`config.mk`:
```
export PLATFORM = sky130hd
export DESIGN_NAME = neuron_dispatch
export DESIGN_NICKNAME = d
export VERILOG_FILES = /design/src/rtl/neuron_dispatch.sv
export SDC_FILE = /design/constraint.sdc
export NUM_CORES = 1
export LEC_CHECK = 0
export BUFFER_PORTS_ARGS = -buffer_cell sky130_fd_sc_hd__buf_2
export CAP_MARGIN = 20
export CORE_UTILIZATION = 29
export DETAILED_ROUTE_END_ITERATION = 8
export MAX_ROUTING_LAYER = met4
export SYNTH_ARGS = -nofsm -noshare
export SYNTH_HDL_FRONTEND = slang
export SYNTH_SLANG_ARGS = --single-unit
```
`constraint.sdc`:
```
create_clock -name clk -period 2.8 [get_ports clk]
set_input_delay 0.56 -clock clk [delete_from_list [all_inputs] [get_ports clk]]
set_output_delay 0.56 -clock clk [all_outputs]
set_load 0.05 [all_outputs]
```
`src/rtl/neuron_dispatch.sv`:
```
// Job sequencer for one CORDIC neuron. Operand jobs are queued in a FIFO and
// launched one at a time. The completion result, or a timeout error, is
// returned on a valid/ready output.
module neuron_dispatch #(
    parameter int unsigned WIDTH   = 15,
    parameter int unsigned DEPTH   = 4,
    parameter int unsigned TIMEOUT = 255
) (
    input  logic                       clk,
    input  logic                       ext_reset,
    input  logic                       in_valid,
    output logic                       in_ready,
    input  logic [WIDTH:0]             in_x,
    input  logic [WIDTH:0]             in_y,
    input  logic [WIDTH:0]             in_z,
    input  logic [1:0]                 in_sel,
    output logic [WIDTH:0]             neu_x,
    output logic [WIDTH:0]             neu_y,
    output logic [WIDTH:0]             neu_z,
    output logic [1:0]                 neu_sel,
    output logic                       neu_start,
    input  logic                       neu_complete,
    input  logic [WIDTH:0]             neu_result,
    output logic                       out_valid,
    input  logic                       out_ready,
    output logic [WIDTH:0]             out_data,
    output logic [1:0]                 out_sel,
    output logic                       out_err,
    output logic                       busy,
    output logic [$clog2(DEPTH+1)-1:0] count
);

    localparam int unsigned W1 = WIDTH + 1;
    localparam int unsigned CW = $clog2(DEPTH + 1);
    localparam int unsigned AW = $clog2(DEPTH);
    localparam int unsigned TW = $clog2(TIMEOUT + 1);
    localparam int unsigned EW = 3 * W1 + 2;

    typedef enum logic [1:0] {
        StIdle,
        StLaunch,
        StWait,
        StDone
    } state_e;

    state_e         r_state;
    state_e         w_state_nxt;

    logic [EW-1:0]  r_mem [DEPTH];
    logic [AW-1:0]  r_wptr;
    logic [AW-1:0]  r_rptr;
    logic [CW-1:0]  r_count;
    logic [CW-1:0]  w_count_nxt;
    logic           r_in_ready;
    logic [EW-1:0]  w_head;
    logic           w_push;
    logic           w_pop;

    logic [TW-1:0]  r_timer;
    logic           w_capture;
    logic           w_timeout;

    logic [WIDTH:0] r_neu_x;
    logic [WIDTH:0] r_neu_y;
    logic [WIDTH:0] r_neu_z;
    logic [1:0]     r_neu_sel;
    logic [WIDTH:0] r_out_data;
    logic [1:0]     r_out_sel;
    logic           r_out_err;

    assign w_push = in_valid & r_in_ready;
    assign w_pop  = (r_state == StIdle) && (r_count != '0);
    assign w_head = r_mem[r_rptr];

    // FIFO occupancy after this edge; push and pop together cancel out
    always_comb begin
        w_count_nxt = r_count;
        if (w_push && !w_pop) begin
            w_count_nxt = r_count + 1'b1;
        end else if (!w_push && w_pop) begin
            w_count_nxt = r_count - 1'b1;
        end
    end

    // FIFO storage; no reset needed because the pointers decide what is live
    always_ff @(posedge clk) begin
        if (w_push) begin
            r_mem[r_wptr] <= {in_x, in_y, in_z, in_sel};
        end
    end

    // FIFO pointers, count and registered in_ready (held low during reset)
    always_ff @(posedge clk or negedge ext_reset) begin
        if (!ext_reset) begin
            r_wptr     <= '0;
            r_rptr     <= '0;
            r_count    <= '0;
            r_in_ready <= 1'b0;
        end else begin
            if (w_push) r_wptr <= r_wptr + 1'b1;
            if (w_pop)  r_rptr <= r_rptr + 1'b1;
            r_count    <= w_count_nxt;
            r_in_ready <= (w_count_nxt < CW'(DEPTH));
        end
    end

    // Next-state logic; timer value 0 marks the first WAIT cycle (stale guard)
    always_comb begin
        w_state_nxt = r_state;
        w_capture   = 1'b0;
        w_timeout   = 1'b0;
        unique case (r_state)
            StIdle: begin
                if (r_count != '0) w_state_nxt = StLaunch;
            end
            StLaunch: begin
                w_state_nxt = StWait;
            end
            StWait: begin
                if ((r_timer != '0) && neu_complete) begin
                    w_capture   = 1'b1;
                    w_state_nxt = StDone;
                end else if (r_timer == TW'(TIMEOUT - 1)) begin
                    w_timeout   = 1'b1;
                    w_state_nxt = StDone;
                end
            end
            StDone: begin
                if (out_ready) w_state_nxt = StIdle;
            end
            default: begin
                w_state_nxt = StIdle;
            end
        endcase
    end

    // State register and WAIT timer (cleared in LAUNCH so it is 0 on WAIT entry)
    always_ff @(posedge clk or negedge ext_reset) begin
        if (!ext_reset) begin
            r_state <= StIdle;
            r_timer <= '0;
        end else begin
            r_state <= w_state_nxt;
            if (r_state == StLaunch) begin
                r_timer <= '0;
            end else if (r_state == StWait) begin
                r_timer <= r_timer + 1'b1;
            end
        end
    end

    // Operand registers, loaded on pop and held through LAUNCH and WAIT
    always_ff @(posedge clk or negedge ext_reset) begin
        if (!ext_reset) begin
            r_neu_x   <= '0;
            r_neu_y   <= '0;
            r_neu_z   <= '0;
            r_neu_sel <= '0;
        end else if (w_pop) begin
            r_neu_x   <= w_head[3*W1+1 -: W1];
            r_neu_y   <= w_head[2*W1+1 -: W1];
            r_neu_z   <= w_head[W1+1 -: W1];
            r_neu_sel <= w_head[1:0];
        end
    end

    // Result capture on completion or timeout; held while DONE waits
    always_ff @(posedge clk or negedge ext_reset) begin
        if (!ext_reset) begin
            r_out_data <= '0;
            r_out_sel  <= '0;
            r_out_err  <= 1'b0;
        end else if (w_capture) begin
            r_out_data <= neu_result;
            r_out_sel  <= r_neu_sel;
            r_out_err  <= 1'b0;
        end else if (w_timeout) begin
            r_out_data <= '0;
            r_out_sel  <= r_neu_sel;
            r_out_err  <= 1'b1;
        end
    end

    assign in_ready  = r_in_ready;
    assign neu_x     = r_neu_x;
    assign neu_y     = r_neu_y;
    assign neu_z     = r_neu_z;
    assign neu_sel   = r_neu_sel;
    assign neu_start = (r_state == StLaunch);
    assign out_valid = (r_state == StDone);
    assign out_data  = r_out_data;
    assign out_sel   = r_out_sel;
    assign out_err   = r_out_err;
    assign busy      = (r_state != StIdle) || (r_count != '0);
    assign count     = r_count;

endmodule

```
==> flow_summary.toml <==
[cts]
cts.path.max_buffers = 3
cts_tree = "done"
insertion_delay_ps = 540
cts_setup_buffers = 0
clk_pin_slew_ps = 60
cts_resized = 0
cts_buffers = 34
cts_hold_buf = 0
clock_sinks = 287
cts_root_buf = "clkbuf_16"
htree_levels = 2

[power]
leakagePower_nw = 5.00
power_density_nw_per_um2 = 1240
ir_drop_v = 0.000548
power.share.switching_pct = 36.5
p_int_mw = 10.5
clkPwrFrac_pct = 27.1
share_seq_of_total_power_pct = 38.2
power.switching_mw = 6.06
p_comb_share_pct = 34.7

[layout]
drive_gt1_share_pct = 43.8
finalNetCount = 783
final_common_cell = "edfxtp_1"
layout_common_cells = "edfxtp_1, buf_2, dfrtp_1, mux2_2, mux4_2"
syn_to_final_growth_pct = 23.4
fill_cells = 3406
finalNonFillerCells = 1191

[synth]
synth_nets = 611
synth_area_um2 = 10800
syn_inst = 523
yosysTopAreaCellShare_pct = 55.4
ys_warn_count = 0
synth-main-ff-cell = "edfxtp_1"
synth_largest_area_cell = "edfxtp_1"
ys_seq_area_share_pct = 75.5
ys_ff_latch = 287
synth-edff-count = 200
yosysUniqueCellTypes = 35
async_flop_share_pct = 30.3
synth_area_leaders = "edfxtp_1, dfrtp_1, mux4_2, mux2_2, ha_1"
synth_area_per_cell_um2 = 20.7

[timing]
max_slew_margin_pct = 42.8
rsz0062_at_grt = "false"
finalHoldViolCount = 0
timing.final.ws_setup_ps = 460
fin_crit_sh_pct = 83.6
worst_pin_slew_ps = 858
final_max_slew_viol_count = 0
max_freq_mhz = 427
min_period_ps = 2340
skew_ps = 20.6
finalSetupViolCount = 0
timing.setup.tns_ps = 0

[placement]
gp_congestion = 0.690
numPortBuffers = 146
place_ws_ps = 749
place_hpwl_um = 12500
placedCellCount = 1127

[drt]
num_vias = 5363
drtAntennaViolNets = 0
first_pass_iters = 4
drt_iter0_drc = 216
drt-wirelength-per-cell_um = 18.7
drcViolationCount = 0
routed_via_density = 4.50
finalWirelength_um = 22200

[setup_path]
path_cells = "inv_1 -> ha_1 -> buf_2"
critPathMaxStageDelay_ps = 400
critPathLaunchType = "register"
end_kind = "output pin"
worstPathMaxFanout = 9
required_ps = 2240
path_class = "reg2out"
cp_slowest_cell = "dfrtp_1"
cp.arrival_ps = 1780
r2r_cells = 11

[grt]
grt_pass1_vias = 5810
grt-ovfl-total = 0
grt_max_degree = 52
grt_antenna_before_repair = 2
grt_pass1_wl_um = 34200
grt_use_total_pct = 12.3

[floorplanning]
design.die.area_um2 = 38100
rows = 70
start_util_pct = 29.5
io_pins = 147
die_h_um = 195
core_area_um2 = 36700
die_x_um = 195

[status]
outcome = "finished, final reports clean"

[min_path]
hp-class = "in2async"

[flow_run]
maxCapViolCount = 0
## layout make-up
class	instances	area [um^2]	share of cell area (%)
Antenna cell	2	5.00	0.0374
Tap cell	468	586	4.38
Multi-Input combinational cell	204	2510	18.8
Inverter	12	45.0	0.337
Timing Repair Buffer	156	896	6.70
Clock buffer	50	952	7.12
Sequential cell	287	8190	61.2
Clock inverter	12	191	1.43
## cells by family after synthesis
| logic type | after synthesis | share of synthesized area, % |
|---|---|---|
| flops | 287 | 75.5 |
| mux | 104 | 16.0 |
| compound gates | 40 | 2.68 |
| simple gates | 35 | 1.70 |
| buf+inv | 32 | 1.50 |
| fa+ha+maj | 17 | 1.96 |
| xor+xnor | 8 | 0.647 |
## metal layers
layer | wire length [um] | up-vias | part of all wire, % | track usage (%)
met5 | 0 | - | 0 | -
met4 | 488 | 0 | 2.2 | 4.35
met3 | 1560 | 35 | 7.0 | 4.08
met2 | 10100 | 157 | 46 | 18.8
met1 | 10100 | 2738 | 45 | 15.3
li1 | - | 2433 | - | -
## critical path: cells and delay by family, from the launching register on
kind / cells / cell delay, ps
fa+ha+maj: 1 / 390
buf+inv: 2 / 470
flops: 1 / 400
## registers in the layout, summed over array words and instances (netlist names)
register  cells
out_err       1
r_mem       200
out_sel       2
neu_z        16
r_rptr        2
neu_y        16
out_data     16
r_timer       8
count         3
in_ready      1
neu_sel       2
neu_x        16
r_state       2
r_wptr        2
## power groups by stage
stage | Combinational (mW) | Clock (mW) | Sequential [mW]
2_1_floorplan | 2.78 | 0 | 7.93
4_1_cts | 5.87 | 4.64 | 6.39
3_3_place_gp | 5.81 | 0 | 6.44
3_5_place_dp | 5.86 | 0 | 6.46
5_1_grt | 6.15 | 4.79 | 6.50
6_report | 5.77 | 4.49 | 6.35
## final timing paths
| path | start | endpoint | slack, ps |
|---|---|---|---|
| worst max-delay path | r_state[1]$_DFFE_PN0P_ | neu_start | 460 |
| worst min-delay path | ext_reset | neu_y[10]$_DFFE_PN0P_ | 50 |
| worst max register to register | count[0]$_DFFE_PN0P_ | in_ready$_DFF_PN0_ | 770 |
| worst min register to register | out_data[0]$_DFFE_PN0P_ | out_data[0]$_DFFE_PN0P_ | 490 |
| max in group asynchronous | ext_reset | neu_y[6]$_DFFE_PN0P_ | 2030 |
| min in group clk | in_x[9] | r_mem[0][43]$_DFFE_PP_ | 240 |
## Yosys cell counts, types with 3 or more instances
master,n
clkbuf_1,6
buf_6,3
inv_1,11
edfxtp_1,200
and3_1,5
buf_2,7
a21oi_1,7
o21ai_0,9
nor2_1,7
buf_4,3
nand2_1,10
ha_1,17
dfrtp_1,87
mux2_2,52
a22o_1,17
nand2b_1,3
mux4_2,50
xnor2_1,6
## through the flow
| stage | hold WS [ps] | utilization, % | instance area (um^2) | power [mW] |
|---|---|---|---|---|
| finish | 52.3 | 36.4 | 13400 | 16.6 |
| global route | 85.2 | 36.4 | 13400 | 17.4 |
| CTS | 46.5 | 36.4 | 13400 | 16.9 |
| detailed placement | 477 | 33.3 | 12200 | 12.3 |
| global placement | 478 | 33.3 | 12200 | 12.3 |
| floorplan | 264 | - | 10800 | 10.7 |
No activity file was read; power rests on OpenSTA's default activity.
